$ cat src/rtl/mux_scan_ctrl.sv
// Scan sequencer for a 4:1 single-bit mux: steps the selects through all four channels,
// samples each after a settle time, and hands the packed 4-bit word downstream on valid/ready.
module mux_scan_ctrl #(
    parameter int DWELL = 2,
    parameter int CNT_W = 8
) (
    input  logic             clk,
    input  logic             rst,
    input  logic             start,
    input  logic             mux_in,
    output logic             s0,
    output logic             s1,
    output logic [3:0]       word,
    output logic             valid,
    input  logic             ready,
    output logic             busy,
    output logic [CNT_W-1:0] scan_cnt
);

    localparam logic [1:0] ST_IDLE   = 2'd0;
    localparam logic [1:0] ST_SETTLE = 2'd1;
    localparam logic [1:0] ST_HOLD   = 2'd2;

    localparam logic [3:0] RELOAD = 4'(DWELL - 1);

    if ((DWELL < 1) || (DWELL > 15)) begin : g_bad_dwell
        $error("mux_scan_ctrl: DWELL must be within 1..15");
    end

    logic [1:0]       r_state;
    logic [1:0]       r_idx;
    logic [3:0]       r_cnt;
    logic [2:0]       r_shadow;
    logic [3:0]       r_word;
    logic             r_valid;
    logic             r_busy;
    logic [1:0]       r_sel;
    logic [CNT_W-1:0] r_scan_cnt;

    logic [1:0]       w_nxt_state;
    logic [1:0]       w_nxt_idx;
    logic [3:0]       w_nxt_cnt;
    logic [2:0]       w_nxt_shadow;
    logic [3:0]       w_nxt_word;
    logic [CNT_W-1:0] w_nxt_scan_cnt;

    // Next-state and datapath update for the scan sequencer.
    always_comb begin
        w_nxt_state    = r_state;
        w_nxt_idx      = r_idx;
        w_nxt_cnt      = r_cnt;
        w_nxt_shadow   = r_shadow;
        w_nxt_word     = r_word;
        w_nxt_scan_cnt = r_scan_cnt;
        case (r_state)
            ST_IDLE: begin
                if (start) begin
                    w_nxt_state = ST_SETTLE;
                    w_nxt_idx   = 2'd0;
                    w_nxt_cnt   = RELOAD;
                end else begin
                    w_nxt_state = ST_IDLE;
                end
            end
            ST_SETTLE: begin
                if (r_cnt != 4'd0) begin
                    w_nxt_cnt = r_cnt - 4'd1;
                end else if (r_idx != 2'd3) begin
                    case (r_idx)
                        2'd0:    w_nxt_shadow[0] = mux_in;
                        2'd1:    w_nxt_shadow[1] = mux_in;
                        2'd2:    w_nxt_shadow[2] = mux_in;
                        default: w_nxt_shadow    = r_shadow;
                    endcase
                    w_nxt_idx = r_idx + 2'd1;
                    w_nxt_cnt = RELOAD;
                end else begin
                    // Last channel goes straight into the word; no need to park it in the shadow.
                    w_nxt_word  = {mux_in, r_shadow};
                    w_nxt_state = ST_HOLD;
                end
            end
            ST_HOLD: begin
                if (ready) begin
                    w_nxt_scan_cnt = r_scan_cnt + {{(CNT_W-1){1'b0}}, 1'b1};
                    if (start) begin
                        w_nxt_state = ST_SETTLE;
                        w_nxt_idx   = 2'd0;
                        w_nxt_cnt   = RELOAD;
                    end else begin
                        w_nxt_state = ST_IDLE;
                    end
                end else begin
                    w_nxt_state = ST_HOLD;
                end
            end
            default: begin
                w_nxt_state = ST_IDLE;
                w_nxt_idx   = 2'd0;
                w_nxt_cnt   = 4'd0;
            end
        endcase
    end

    // State registers; outputs are registered from the next state so no input reaches them combinationally.
    always_ff @(posedge clk) begin
        if (rst) begin
            r_state    <= ST_IDLE;
            r_idx      <= 2'd0;
            r_cnt      <= 4'd0;
            r_shadow   <= 3'd0;
            r_word     <= 4'd0;
            r_valid    <= 1'b0;
            r_busy     <= 1'b0;
            r_sel      <= 2'd0;
            r_scan_cnt <= {CNT_W{1'b0}};
        end else begin
            r_state    <= w_nxt_state;
            r_idx      <= w_nxt_idx;
            r_cnt      <= w_nxt_cnt;
            r_shadow   <= w_nxt_shadow;
            r_word     <= w_nxt_word;
            r_valid    <= (w_nxt_state == ST_HOLD);
            r_busy     <= (w_nxt_state == ST_SETTLE) || (w_nxt_state == ST_HOLD);
            r_sel      <= (w_nxt_state == ST_SETTLE) ? w_nxt_idx : 2'd0;
            r_scan_cnt <= w_nxt_scan_cnt;
        end
    end

    assign s0       = r_sel[0];
    assign s1       = r_sel[1];
    assign word     = r_word;
    assign valid    = r_valid;
    assign busy     = r_busy;
    assign scan_cnt = r_scan_cnt;

endmodule
$ cat config.mk
export PLATFORM = sky130hd
export DESIGN_NAME = mux_scan_ctrl
export DESIGN_NICKNAME = d
export VERILOG_FILES = /design/src/rtl/mux_scan_ctrl.sv
export SDC_FILE = /design/constraint.sdc
export NUM_CORES = 1
export LEC_CHECK = 0
export BUFFER_PORTS_ARGS = -buffer_cell sky130_fd_sc_hd__buf_2
export CORE_ASPECT_RATIO = 0.9
export CORE_MARGIN = 1.5
export CORE_UTILIZATION = 48
export CTS_CLUSTER_SIZE = 14
export DETAILED_ROUTE_END_ITERATION = 10
export PLACE_DENSITY = 0.76
export SETUP_SLACK_MARGIN = 0.05
export SLEW_MARGIN = 20
export SYNTH_ARGS = -nofsm -noshare
export SYNTH_HDL_FRONTEND = slang
export SYNTH_SLANG_ARGS = --single-unit
$ cat constraint.sdc
create_clock -name clk -period 4.6 [get_ports clk]
set_input_delay 0.92 -clock clk [delete_from_list [all_inputs] [get_ports clk]]
set_output_delay 0.92 -clock clk [all_outputs]
set_load 0.03 [all_outputs]
* Yosys cells after proc, flatten, opt, wreduce, memory -nomap -nowiden
Cells that the tools add are included.
Word-level totals: flip-flop bits (word level) 27, bits in latches 0, RAM bits 0, memory bits (read-only) 0, input bits 5, output and inout bits 16, memories kept 0
Cells by class: add/subtract/negate cells 3, multiply operators 0, divide/modulo/power cells 0, magnitude comparators 0, equal/unequal tests 9, shifts and indexed selects 0, multiplexer cells 15, bitwise gates (word level) 3, reduce and logical (&&, ||, !) cells 11
Operators with widths (count):
- 4-bit two-way mux | 4
- 2-bit two-way mux | 7
- 2-bit one-hot mux with 3 select lines | 2
- 4-bit one-hot mux with 3 select lines | 1
- 4-bit AND reduction | 3
- 8-bit by 1-bit adder with 8-bit output, second input constant | 1
- 2-bit by 1-bit == test with 1-bit output, second input constant | 3
- 2-bit == test, second input constant | 3
- 2-bit logical NOT | 2
- 2-bit != test, second input constant | 2
- 2-bit AND reduction | 2
- 4-bit nonzero test | 1
- 4-bit by 1-bit subtractor with 4-bit output, second input constant | 1
- 3-bit != test, second input constant | 1
- 1-bit inverter | 3
- 3-bit AND reduction | 1
- 2-bit by 1-bit adder with 2-bit output, second input constant | 1
- 2-bit OR reduction | 1
- 1-bit logical OR | 1
- 1-bit two-way mux | 1

* Depth between registers and ports, before layout
depth after elaboration 7, gate-level depth with buffers 9

* Worst setup path before layout
No wires, ideal clock.
path kind register to register, from reg r_cnt[0], to reg r_sel[0], setup time 115 ps, arrival time 1771 ps, data required time 4485 ps, setup slack 2714 ps, stages on the path, launching flop included 9, path buffers 1, clock period less this slack 1886 ps, path through dfxtp_1 -> inv_1 -> ha_1 -> or3b_1 -> buf_6 -> nor3_4 -> nor2_1 -> ha_1 -> and2_1
Between the ends: longest elaborated chain between the ends 6, elaborated cells between the ends (all ways) 8, those cells by class eq/ne (1); mux (4); bitwise (1); reduce/logical (2)
Ends and longest elaborated chain:
- start, declared | line 32 | logic [3:0] r_cnt;
- start signal, assigned | line 120 | r_cnt <= w_nxt_cnt;
- 4-bit nonzero test (*) | line 66 | if (r_cnt != 4'd0) begin
- 2-bit two-way mux | line 66
- 2-bit one-hot mux with 3 select lines | line 55 | case (r_state)
- 2-bit by 1-bit == test with 1-bit output | line 125 | r_sel <= (w_nxt_state == ST_SETTLE) ? w_nxt_idx : 2'd0;
- 1-bit inverter (no line)
- 2-bit OR reduction (no line)
- end signal, assigned | line 125
- end, declared | line 37 | logic [1:0] r_sel;
Mark *: on every way between the ends. The rest lies on a longest branch, timed or not. A chain may end at the register's enable or synchronous reset.

* Worst setup path after layout
from reg r_cnt[0], to reg r_busy (netlist: busy)
Between the ends: longest elaborated chain between the ends 5, elaborated cells between the ends (all ways) 6, those cells by class eq/ne (2); mux (2); reduce/logical (2)
Ends and longest elaborated chain:
- 4-bit nonzero test (*) | line 66
- 2-bit two-way mux (*) | line 66
- 2-bit one-hot mux with 3 select lines (*) | line 55
- named net w_nxt_state[1] | line 40 | logic [1:0] w_nxt_state;
- 2-bit by 1-bit == test with 1-bit output / 2-bit == test (equally long branches) | line 124 | r_busy <= (w_nxt_state == ST_SETTLE) || (w_nxt_state == ST_HOLD);
- 1-bit logical OR (*) | line 124
- end signal, assigned | line 124
- end, declared | line 36 | logic r_busy;
Mark *: on every way through the listed nets, which the timed path passes. The rest lies on a longest branch.

==> run metrics <==
run status=completed; min-delay src=scan_cnt[1]; Synth Flop Type=dfxtp_1; CP max stage delay=0.47 ns; Worst Setup End Kind=flip-flop; Max Cap Viol=0; worst path required time=4.86 ns; die area=2810 um^2; clock skew=0.00402 ns; Worst VDD drop=0.000206 V; Synth Warn #=0; FILL cells=212; CP startpoint=r_cnt[0]; leakage=0.558 nW; fin. max-slew vios=0; initial antenna violation count=0; top-count cell post-synth=dfxtp_1; Final Critical Period=2.14 ns; hold depth=2; Max Root-Sink Buffers=2; CTS Sinks=27; synthesis-stage register bit count=27; largest net degree at the start of global routing=26; Simple-Gate Fraction of Synth Area=26.8%; synth-to-layout area growth=10.8%; Fin. Hold Viols=0; Ports=21; Worst R2R Setup Slack=2.46 ns; Post-Synth Adder-Cell Area=5.22%; global-route wire length before repair=3860 um; synth cell count leaders=dfxtp_1, nor2_1, mux2i_1, nand2_1; gr usage total=17.1%; Max Freq=0.468 GHz; Post-Syn Area=1200 um^2; mux share of post-synthesis cell area=5.85%; HP Class=flip-flop to flip-flop; Syn Nets=143; Min Hold Slack=0.509 ns; final setup TNS=0 ns; post-synthesis compound-gate area fraction=8.14%; reg2reg path depth=8; DP HPWL=1670 um; footprint of the multi-input gates=604 um^2; critical path class=flip-flop to flip-flop; share of cells above drive strength 1=17.2%; Seq/Total Area, Yosys=45.1%; Max FO, Critical Path=8; endpoints failing setup=0; clk slew on worst S/H paths=0.14 ns; Nets=162; worst reg2reg startpoint=r_cnt[0]; Horiz. Die Dim=55.7 um; Crit path arrival time=2.40 ns; clock root cell=clkbuf_4; number of global-route vias before repair=908; FF-to-FF End=busy; PwrDens=290 nW/um^2; number of H-tree levels=1; Iteration-0 DRC Markers=21; # diodes=0; Core ar.=2260 um^2; placer congestion estimate=0.812; CTS Buf Count=3; Tcrit/Tclk final=46.4%; Async S/R FF share, synth=0%; Routed WL per cell=12.7 um; Slowest cell on crit path=or3b_1; CTS resizes=0; ordered cell list for the critical path=inv_1, ha_1, or3b_1, nor3_4, nor2_1, inv_1, ha_1, nor2_1; gr ovfl total=0; Hold EP=scan_cnt[1]; routed wire length=2260 um; CP startpoint kind=flip-flop; vias per cell=5.54; I/O Buffers=20; combinational family with the most area after synthesis=simple AND/OR/NAND/NOR gates; Yosys cell types=33; ranking of synthesized cells by area=dfxtp_1, nor2_1, mux2i_1; Die Y=50.4 um; DR pass1 iterations=4; Via Count=987; Avg Cell Area, Syn=9.01 um^2; DRC=0; Row Count=16; area taken by flip-flops and latches=541 um^2; Worst slew margin=59.3%; XOR/XNOR Fraction of Synth Area=4.38%; Util after Layout=58.7%; worst slew pin tran=0.610 ns; post-synth top area share=45.1%; CTS tree=done; Antenna Nets Post-Route=0; Mapped Cells=133; Post-synth EDFFs=0; Post-CTS Setup Bufs=0; Yosys top cell by area=dfxtp_1; clock latency at the later pin of the worst-skew pair=0.32 ns; CTS Hold Bufs=0; Initial Utilization=53.0%; unrepaired setup endpoints after global routing=no
-- cell usage in the layout, fill, tap and decap left out --
cell,count
dfxtp_1,27
buf_2,20
nor2_1,19
nand2_1,7
mux2i_1,7
inv_1,6
nand3_1,6
a21oi_1,6
nor3_1,5
ha_1,5
o21ai_0,4
xnor2_1,4
nand2b_1,3
nor2b_1,3
or3_1,3
clkbuf_4,3
nor3b_1,2
and2_1,2
nand4_1,2
xor2_1,2
a31oi_1,2
nor4_1,2
or3b_1,1
nor3_4,1
o211a_1,1
o2111a_1,1
nand3b_1,1
and3b_1,1
o22ai_1,1
or3_2,1
or4_4,1
o31ai_1,1
clkbuf_1,1
-- critical path, delay by kind of cell (launching register included) --
family        cells  cell delay [ns]
fa+ha+maj         2             0.38
flops             1             0.37
simple gates      4             1.17
buf+inv           2             0.17
-- layout make-up --
cell class | count | share of cell area [%]
Timing Repair Buffer | 20 | 7.54
Tap cell | 27 | 2.54
Sequential cell | 27 | 40.7
Multi-Input combinational cell | 94 | 45.5
Clock buffer | 4 | 1.98
Inverter | 6 | 1.70
-- registers in the layout (all words and copies together), names as in the netlist --
name      count
word          4
r_shadow      3
r_idx         2
busy          1
scan_cnt      8
valid         1
r_sel         2
r_cnt         4
r_state       2
-- stage by stage --
stage,setup WS [ns],area [um^2],std cells,total power [W]
final,2.46,1330,178,0.000385
after global routing,2.31,1330,178,0.000403
after CTS,2.46,1330,178,0.000386
after detailed placement,2.49,1300,174,0.000290
after global placement,2.59,1300,174,0.000287
after floorplan,2.71,1200,133,0.000283
-- how the worst max path moves through the flow --
stage | endpoint | cells past startpoint
after floorplan | r_sel[0] | 8
after global placement | r_sel[0] | 5
after detailed placement | busy | 8
after CTS | busy | 8
after global routing | busy | 8
final | busy | 8
-- layer usage --
layer  vias up  GRT usage (%)  routed length (um)
met3         0           5.15                 102
met2        25           30.2                1090
met4         0           3.25                   0
met1       467           20.9                1070
met5         -              0                   0
li1        495              -                   -
-- cell families after synthesis --
family                     count (synthesis)
AOI/OAI and AO/OA                         16
xor gates and xnor gates                   6
adders and majority gates                  5
buffers and inverters                     12
DFF                                       27
muxes                                      7
and+or+nand+nor                           60
-- report_power, final --
group / internal [W] / total (W) / leakage, nW / switching [W]
Combinational: 0.0000139 / 0.0000391 / 0.324 / 0.0000252
Sequential: 0.000239 / 0.000246 / 0.219 / 0.00000611
Clock: 0.0000339 / 0.000100 / 0.0150 / 0.0000662
Total: 0.000287 / 0.000385 / 0.558 / 0.0000975
(Power assumes the default switching activity.)
